--- src/rtl/serial_tx_if.sv ---
// serial_tx_if: producer handshake and serial line outputs of serial_tx
interface serial_tx_if #(parameter int WIDTH = 8);
  logic             in_valid;
  logic [WIDTH-1:0] in_data;
  logic             in_ready;
  logic             tx;
  logic             busy;
  logic             done;
  modport master (output in_valid, in_data, input in_ready, tx, busy, done);
  modport slave  (input in_valid, in_data, output in_ready, tx, busy, done);
endinterface

--- src/rtl/serial_tx.sv ---
// serial_tx: start/data/stop serial transmitter, LSB first, all outputs registered
module serial_tx #(
  parameter int WIDTH        = 8,
  parameter int CLKS_PER_BIT = 4
) (
  input  logic         clk,
  input  logic         reset,
  serial_tx_if.slave   bus
);
  localparam int CW = $clog2(CLKS_PER_BIT) + 1;
  localparam int IW = $clog2(WIDTH) + 1;
  localparam logic [CW-1:0] CNT_LOAD = CW'(CLKS_PER_BIT - 1);
  localparam logic [IW-1:0] IDX_LAST = IW'(WIDTH - 1);
  typedef enum logic [1:0] {IDLE, START, DATA, STOP} state_t;
  state_t           state_q, state_d;
  logic [CW-1:0]    cnt_q, cnt_d;
  logic [IW-1:0]    idx_q, idx_d;
  logic [WIDTH-1:0] shift_q, shift_d;
  logic             tx_q, tx_d, busy_q, busy_d, done_q, done_d, in_ready_q, in_ready_d;
  logic             bit_end;
  assign bit_end = cnt_q == '0;
  // next state, bit-period/bit-index bookkeeping and registered output values
  always_comb begin
    state_d = state_q;
    cnt_d   = bit_end ? CNT_LOAD : cnt_q - 1'b1;
    idx_d   = idx_q;
    shift_d = shift_q;
    done_d  = 1'b0;
    case (state_q)
      IDLE: begin
        cnt_d = cnt_q;
        if (in_ready_q && bus.in_valid) begin
          state_d = START;
          cnt_d   = CNT_LOAD;
          idx_d   = '0;
          shift_d = bus.in_data;
        end
      end
      START: state_d = bit_end ? DATA : START;
      DATA: if (bit_end) begin
        if (idx_q == IDX_LAST) state_d = STOP;
        else begin
          idx_d   = idx_q + 1'b1;
          shift_d = shift_q >> 1;
        end
      end
      STOP: if (bit_end) begin
        state_d = IDLE;
        done_d  = 1'b1;
      end
      default: state_d = IDLE;
    endcase
    tx_d       = (state_d == DATA) ? shift_d[0] : (state_d != START);
    busy_d     = state_d != IDLE;
    in_ready_d = state_d == IDLE;
  end
  // state and output registers; reset drops any frame in progress
  always_ff @(posedge clk) begin
    if (!reset) begin
      state_q    <= IDLE;
      cnt_q      <= '0;
      idx_q      <= '0;
      shift_q    <= '0;
      tx_q       <= 1'b1;
      busy_q     <= 1'b0;
      done_q     <= 1'b0;
      in_ready_q <= 1'b0;
    end else begin
      state_q    <= state_d;
      cnt_q      <= cnt_d;
      idx_q      <= idx_d;
      shift_q    <= shift_d;
      tx_q       <= tx_d;
      busy_q     <= busy_d;
      done_q     <= done_d;
      in_ready_q <= in_ready_d;
    end
  end
  assign bus.tx       = tx_q;
  assign bus.busy     = busy_q;
  assign bus.done     = done_q;
  assign bus.in_ready = in_ready_q;
endmodule

--- src/flat_wrapper.sv ---
// flat-port wrapper written by rule: the top's interface ports become plain ports
module serial_tx_flat 
#(
  parameter int WIDTH        = 8,
  parameter int CLKS_PER_BIT = 4
)
  (clk, reset, bus_in_valid, bus_in_data, bus_in_ready, bus_tx, bus_busy, bus_done);
  serial_tx_if #(.WIDTH(WIDTH)) bus_i ();
  input  logic clk;
  input  logic reset;
  input wire logic [$bits(bus_i.in_valid)-1:0] bus_in_valid;
  input wire logic [$bits(bus_i.in_data)-1:0] bus_in_data;
  output wire logic [$bits(bus_i.in_ready)-1:0] bus_in_ready;
  output wire logic [$bits(bus_i.tx)-1:0] bus_tx;
  output wire logic [$bits(bus_i.busy)-1:0] bus_busy;
  output wire logic [$bits(bus_i.done)-1:0] bus_done;
  assign bus_i.in_valid = bus_in_valid;
  assign bus_i.in_data = bus_in_data;
  assign bus_in_ready = bus_i.in_ready;
  assign bus_tx = bus_i.tx;
  assign bus_busy = bus_i.busy;
  assign bus_done = bus_i.done;
  serial_tx #(.WIDTH(WIDTH), .CLKS_PER_BIT(CLKS_PER_BIT)) u_core (.clk(clk), .reset(reset), .bus(bus_i));
endmodule
--- config.mk ---
export PLATFORM = sky130hd
export DESIGN_NAME = serial_tx_flat
export DESIGN_NICKNAME = d
export VERILOG_FILES = /design/src/rtl/serial_tx_if.sv /design/src/rtl/serial_tx.sv /design/src/flat_wrapper.sv
export SDC_FILE = /design/constraint.sdc
export NUM_CORES = 1
export LEC_CHECK = 0
export CORE_MARGIN = 2
export CORE_UTILIZATION = 37
export DETAILED_ROUTE_END_ITERATION = 12
export MAX_ROUTING_LAYER = met4
export PLACE_DENSITY_LB_ADDON = 0.25
export RECOVER_POWER = 50
export SLEW_MARGIN = 20
export SYNTH_ARGS = -nofsm -noshare
export SYNTH_HDL_FRONTEND = slang
export SYNTH_SLANG_ARGS = --single-unit
--- constraint.sdc ---
create_clock -name clk -period 2.4 [get_ports clk]
set_input_delay 0.48 -clock clk [delete_from_list [all_inputs] [get_ports clk]]
set_output_delay 0.48 -clock clk [all_outputs]
set_load 0.02 [all_outputs]
==> results of run 1 <==
[layer usage]
layer	vias up	GRT usage (%)	part of all wire, %
met3	2	4.839	4.9
met2	15	22.62	47
li1	389	-	-
met5	-	-	0
met1	355	14.71	47
met4	0	3.659	0.74
[state kept, by name, indices dropped and copies added (netlist names)]
signal and flops:
u_core.bus.tx 1, u_core.cnt_q 3, u_core.bus.done 1, u_core.bus.busy 1, u_core.idx_q 4, u_core.state_q 2
u_core.bus.in_ready 1, u_core.shift_q 8
[report_power, final]
group / switching [µW] / leakage (µW) / internal (µW)
clock: 109 / 0.0000177 / 62.2
sequential: 22.9 / 0.000171 / 386
combinational: 104 / 0.000220 / 94.1
[logic make-up after synthesis]
group           Yosys count
simple gates             39
compound gates           29
xor+xnor                  1
fa+ha+maj                 3
buf+inv                   9
flops                    21
mux                       1
[worst max-delay path, cell delays in order, from the launching register on]
cell	delay (ns)
dfxtp_1	0.36
inv_1	0.07
ha_1	0.23
and4bb_1	0.27
a21oi_1	0.70
or3_1	0.21
a21oi_1	0.06
[stage by stage]
stage,std cells,area [µm²],util (%),worst slack [ns]
final,146,1135,45.81,0.4215
after global routing,146,1135,45.81,0.1688
after CTS,146,1145,46.21,0.4454
after detailed placement,142,1117,45.10,0.1506
after global placement,142,1117,45.10,0.2053
after floorplan,103,968.4,-,0.8764
[worst max-delay path by stage]
stage / start / slack, ns / endpoint
final: u_core.cnt_q[0] / 0.42 / u_core.idx_q[3]
after global routing: u_core.cnt_q[0] / 0.17 / u_core.idx_q[0]
after CTS: u_core.cnt_q[0] / 0.45 / u_core.idx_q[3]
after detailed placement: bus_in_valid / 0.15 / u_core.idx_q[3]
after global placement: bus_in_valid / 0.21 / u_core.idx_q[3]
after floorplan: u_core.cnt_q[0] / 0.88 / u_core.bus.tx
[layout by cell type (no fill, tap or decap), drive strengths merged, types with 2 or more instances in the layout]
cell and instances:
inv 4, nor2 3, and2 2, clkdlybuf4s50 10, a21boi 9, nand2 11, nand2b 2, and4bb 3
a21oi 4, or3 2, clkbuf 3, ha 3, dfxtp 21, o21ai 5, nor2b 7, nand3b 3
a221oi 2, a22oi 7, dlygate4sd3 4, nand3 3
[final cells by class]
type	instances	area [µm²]
Inverter	4	15.01
Timing Repair Buffer	14	140.1
Clock buffer	3	22.52
Tap cell	30	37.54
Sequential cell	21	420.4
Clock inverter	1	5.005
Fill cell	246	1343
Multi-Input combinational cell	73	494.2
==> reports/results.md, run 1 <==
| Group | Quantity | Reported |
|:---|:---|:---|
| logic synthesis | Syn Std Cell Area | 968.4 µm² |
| clock tree | Number of buffers added for setup after CTS | 0 |
| global route | Total gr overflow | 0 |
| floorplanning | Initial core utilization | 39.09% |
| run | Max-capacitance violation count | 0 |
| logic synthesis | Post-Synthesis Mean Instance Area | 9.402 µm² |
| clock tree | Post-cts repair resize count | 0 |
| floorplanning | Area of the core region | 2477 µm² |
| drt | Number of detailed-routing iterations run before antenna repair | 4 |
| logic synthesis | Number of warnings reported in the yosys synthesis log | 0 |
| drt | Total DRC errors in the routed layout | 0 |
| timing | Slew Viols, Final | 0 |
| placed design | Global placer's final weighted congestion | 0.6560 |
| timing | Relative max-transition margin | 43.80% |
| power and ir drop | Maximum VDD drop | 0.4672 mV |
| power and ir drop | Leakage power of the design | 0.0004094 µW |
| placed design | Buffers on Ports | 14 |
| global route | Pin count of the biggest net entering global routing | 21 |
| clock tree | Clock insertion delay at the later pin of the skew report | 0.31 ns |
| critical path | Startpoint of the worst-slack reg-to-reg timing path | u_core.cnt_q[0] |
| logic synthesis | Largest family of logic cells by synthesized area | simple AND/OR/NAND/NOR gates |
| critical path | Endpoint kind of the worst setup timing path | flip-flop |
| drt | Violation count after the first detailed-routing iteration | 10 |
| worst hold path | Hold Crit Depth | 2 |
| timing | Sum of negative setup slack | 0 ns |
| power and ir drop | Total power | 777.8 µW |
| logic synthesis | Post-Synth Simple-Gate Area | 24.42% |
| worst hold path | Hold wc startpoint | u_core.shift_q[2] |
| timing | RSZ-0062 raised after global routing | no |
| clock tree | CTS Hold Bufs | 0 |
| logic synthesis | Leading cell type by number of instances after synthesis | dfxtp_1 |
| logic synthesis | Post-synthesis mux area share | 1.034% |
| layout | Count of inserted antenna diode cells | 0 |
| global route | Via count of the first global-routing pass | 669 |
| timing | Final worst path period need | 1.978 ns |
| layout | Fraction of layout instances using a drive strength above 1 | 5.172% |
| floorplanning | Placement row count | 18 |
| placed design | Placed wire-length estimate | 1232 µm |
| layout | Layout Nets | 131 |
| drt | Avg WL per Cell | 11.96 µm |
| floorplanning | Number of ports placed on the die boundary | 15 |
| logic synthesis | Post-synth EDFFs | 0 |
| global route | Total GRT Usage | 13.32% |
| critical path | Data arrival, critical path | 2.19 ns |
| logic synthesis | Most common flop cell mapped by yosys | dfxtp_1 |
| timing | Final Cycle Share | 82.44% |
| logic synthesis | Synth Instances | 103 |
| worst hold path | Worst Hold Path EP | u_core.shift_q[2] |
| logic synthesis | Top area cells in the synthesized netlist | dfxtp_1 43%, a21boi_1 5.4%, a22oi_1 5.4% |
| clock tree | Buffer depth of the longest clock path | 2 |
| clock tree | Clock root buffer | clkbuf_4 |
| logic synthesis | Part of the Yosys area used for sequential elements | 43.41% |
| timing | Worst slew pin tran | 0.8430 ns |
| drt | Antenna violation net count after detailed routing | 0 |
| critical path | Required time of the critical path | 2.61 ns |
| timing | Final setup vio count | 0 |
| critical path | WS Path Type | reg2reg |
| critical path | Critical path fanouts, max | 13 |
| run status | Outcome | complete, no violations |
| logic synthesis | Share of the synthesized area in compound gates (AO/OA/AOI/OAI) | 21.83% |
| global route | Antenna violations before repair | 0 |
| floorplanning | Total die area | 3043 µm² |
| logic synthesis | Asr flop ratio synth | 0% |
| critical path | Reg2Reg Setup Slack | 0.42 ns |
| logic synthesis | Area share of xor/xnor cells in the synthesized design | 0.9044% |
| logic synthesis | Synth cell types | 31 |
| timing | F_max | 505.4 MHz |
| clock tree | Number of H-tree levels | 1 |
| logic synthesis | Yosys top cell area share | 43.41% |
| critical path | Reg-to-reg critical path endpoint | u_core.idx_q[3] |
| timing | Layout Skew | 0.01177 ns |
| logic synthesis | Post-Synth Adder-Cell Area | 3.876% |
| layout | Synthesis-to-layout area growth | 17.18% |
| timing | Number of hold-slack violations in the final timing report | 0 |
| drt | Total wire length | 1746 µm |
| logic synthesis | Commonest cells in the synthesized netlist | 21 x dfxtp_1, 11 x nand2_1, 7 x a21boi_1, 7 x a22oi_1, 7 x nor2b_1 |
| clock tree | Clock Sink Count | 21 |
| logic synthesis | #FFs+latches synth | 21 |
| drt | Via-per-instance ratio | 5.212 |
| global route | Global-route wire length before repair | 2794 µm |
| logic synthesis | Post-synth net total | 117 |
| critical path | Startpoint type of the worst setup path | flip-flop |
| floorplanning | DIE HEIGHT | 55.16 µm |
| clock tree | Clock tree from TritonCTS | yes |
| timing | Hold Worst Slack | 0.4639 ns |
| worst hold path | HP Class | reg2reg |
| critical path | FF-to-FF path depth | 6 |
| clock tree | Number of buffers inserted during clock tree synthesis | 3 |
| logic synthesis | Biggest area consumer among synthesized cells | dfxtp_1 |
| drt | Total via count in the routed design | 761 |
| clock tree | CTS clock-pin slew for the worst setup and hold paths | 0.12 ns |
| power and ir drop | Power density cells | 685.4 nW/µm² |
| floorplanning | Die width | 55.16 µm |
Note: power is estimated with default switching activity, not from simulation.
==> run 2: changes to the inputs <==
clock period = 1.65 ns   (was 2.4 ns; I/O delays follow)
==> reports/results.md, run 2 (synthesis gave the netlist of run 1 again) <==
| Group | Quantity | Reported |
|:---|:---|:---|
| floorplanning | Number of ports placed on the die boundary | 15 |
| worst hold path | HP Class | reg2reg |
| drt | Avg WL per Cell | 11.45 µm |
| timing | Worst slew pin tran | 0.2503 ns |
| critical path | Required time of the critical path | 1.32 ns |
| critical path | Startpoint type of the worst setup path | flip-flop |
| layout | Final std cell area, no fill | 1221 µm² |
| critical path | Reg-to-reg critical path endpoint | u_core.shift_q[6] |
| critical path | Endpoint kind of the worst setup timing path | output port |
| placed design | Placed wire-length estimate | 1372 µm |
| placed design | Global placer's final weighted congestion | 0.7129 |
| layout | Synthesis-to-layout area growth | 26.10% |
| layout | Filler instances | 246 |
| power and ir drop | Leakage power of the design | 0.0004490 µW |
| layout | Flip-flop count of the largest register after layout | 8 |
| layout | Largest regs | u_core.shift_q: 8 flops, u_core.idx_q: 4 flops, u_core.cnt_q: 3 flops |
| critical path | Buffers plus inverters on the worst setup path | 1 |
| critical path | WS Path Type | reg2out |
| timing | Layout Skew | 0.01110 ns |
| drt | Number of detailed-routing iterations run before antenna repair | 4 |
| clock tree | Number of buffers inserted during clock tree synthesis | 3 |
| layout | Fraction of layout instances using a drive strength above 1 | 17.32% |
| placed design | Placed instance area | 1207 µm² |
| global route | Total GRT Usage | 13.91% |
| layout | Layout Nets | 142 |
| power and ir drop | Maximum VDD drop | 0.5127 mV |
| timing | Final worst path period need | 1.560 ns |
| global route | Global-route wire length before repair | 2932 µm |
| floorplanning | Area of the core region | 2477 µm² |
| run status | Outcome | complete, no violations |
| floorplanning | Total die area | 3043 µm² |
| placed design | Placed Cells incl. Taps | 154 |
| critical path | Data arrival, critical path | 1.23 ns |
| critical path | Max stage delay cell, worst path | clkdlybuf4s50_1 |
| critical path | Startpoint of the worst-slack reg-to-reg timing path | u_core.cnt_q[0] |
| global route | Via count of the first global-routing pass | 709 |
| drt | Violation count after the first detailed-routing iteration | 9 |
| layout | Post-layout utilization of the core | 49.29% |
| critical path | Cell Chain, Critical Path | clkdlybuf4s50_1 |
| layout | Register with the most flip-flops | u_core.shift_q |
| layout | Count of inserted antenna diode cells | 0 |
| global route | Antenna violations before repair | 0 |
| placed design | Placement-stage worst setup slack | -0.1485 ns |
| timing | Sum of negative setup slack | 0 ns |
| layout | Commonest non-fill, non-tap cell in the layout | dfxtp_1 |
| timing | F_max | 641.1 MHz |
| clock tree | Buffer depth of the longest clock path | 2 |
| drt | Total via count in the routed design | 811 |
| global route | Pin count of the biggest net entering global routing | 21 |
| global route | Total gr overflow | 0 |
| power and ir drop | Power density cells | 985.3 nW/µm² |
| clock tree | CTS clock-pin slew for the worst setup and hold paths | 0.12 ns |
| clock tree | Clock Sink Count | 21 |
| worst hold path | Hold wc startpoint | u_core.shift_q[5] |
| run | Max-capacitance violation count | 0 |
| worst hold path | Hold Crit Depth | 2 |
| clock tree | Clock insertion delay at the later pin of the skew report | 0.31 ns |
| timing | Final Cycle Share | 94.54% |
| critical path | Critical path's top delay family | buffers and inverters |
| timing | Slew Viols, Final | 0 |
| clock tree | Clock root buffer | clkbuf_4 |
| timing | RSZ-0062 raised after global routing | no |
| drt | Via-per-instance ratio | 5.166 |
| critical path | Reg2Reg Setup Slack | 0.16 ns |
| worst hold path | Worst Hold Path EP | u_core.shift_q[5] |
| critical path | Critical path's largest stage delay | 0.59 ns |
| layout | Final std cells w/o fill | 157 |
| timing | Number of hold-slack violations in the final timing report | 0 |
| clock tree | CTS Hold Bufs | 0 |
| drt | Antenna violation net count after detailed routing | 0 |
| floorplanning | DIE HEIGHT | 55.16 µm |
| timing | Worst Setup Slack, final | 0.09007 ns |
| clock tree | Number of H-tree levels | 1 |
| floorplanning | Die width | 55.16 µm |
| drt | Total DRC errors in the routed layout | 0 |
| timing | Final setup vio count | 0 |
| timing | Relative max-transition margin | 83.38% |
| placed design | Buffers on Ports | 14 |
| clock tree | Clock tree from TritonCTS | yes |
| drt | Total wire length | 1797 µm |
| critical path | Critical path fanouts, max | 1 |
| floorplanning | Initial core utilization | 39.09% |
| layout | Commonest non-fill, non-tap cells in the layout | 20 x dfxtp_1, 13 x clkdlybuf4s50_1, 11 x nand2_1, 8 x buf_4 |
| critical path | FF-to-FF path depth | 7 |
| floorplanning | Placement row count | 18 |
-- run 2: cell count changes in the layout (fill, tap and decap cells not counted), sizes merged --
cell and change:
buf +8, clkbuf +4, clkdlybuf4s50 +3, dlygate4sd3 -4
-- run 2: cell type report --
class                           instances  area, µm²  share of cell area (%)
Clock buffer                            3      22.52                   1.844
Multi-Input combinational cell         73      510.5                   41.80
Tap cell                               30      37.54                   3.074
Timing Repair Buffer                   25      209.0                   17.11
Clock inverter                          1      5.005                  0.4098
Sequential cell                        21      421.7                   34.53
Inverter                                4      15.01                   1.230
-- run 2: metal layers --
metal / vias up / global-route usage (%) / wire length (µm)
li1: 410 / - / -
met1: 381 / 15.57 / 781
met2: 16 / 23.61 / 893
met3: 4 / 2.419 / 89
met4: 0 / 7.317 / 33
met5: - / - / 0
-- run 2: worst max path at each step --
stage                    start                 to  slack, ns  depth (start not counted)
2_1_floorplan  u_core.cnt_q[0]      u_core.bus.tx       0.13                          6
3_3_place_gp      bus_in_valid    u_core.idx_q[3]      -0.13                          6
3_5_place_dp      bus_in_valid    u_core.idx_q[3]      -0.15                          6
4_1_cts        u_core.cnt_q[0]    u_core.idx_q[3]    0.00006                          7
5_1_grt        u_core.idx_q[0]  u_core.shift_q[3]      0.001                          6
6_report       u_core.bus.done           bus_done       0.09                          1
-- run 2: metrics by stage --
stage               total power, µW  hold WS (ns)
finish                         1203        0.4643
CTS                            1240        0.4655
global placement              974.7        0.4442
global route                   1287        0.4836
detailed placement            984.8        0.4478
floorplan                     826.3        0.4347
-- run 2: worst min-delay path, cell delays in order, from the launching register on --
cell and delay [ns]:
dfxtp_1 0.33, nand2_1 0.05, a21boi_1 0.05
-- run 2: repair_timing --
item / in CTS / in global routing
setup endpoints to repair: 0 / 10
gates resized for setup: 0 / 7
buffers inserted: 0 / 0
-- run 2: where the power goes --
| group | internal, µW | switching, µW | leakage, µW |
|---|---|---|---|
| Combinational | 184 | 173 | 0.000260 |
| Sequential | 562 | 34.6 | 0.000172 |
| Clock | 90.6 | 159 | 0.0000177 |
| Total | 837 | 366 | 0.000449 |
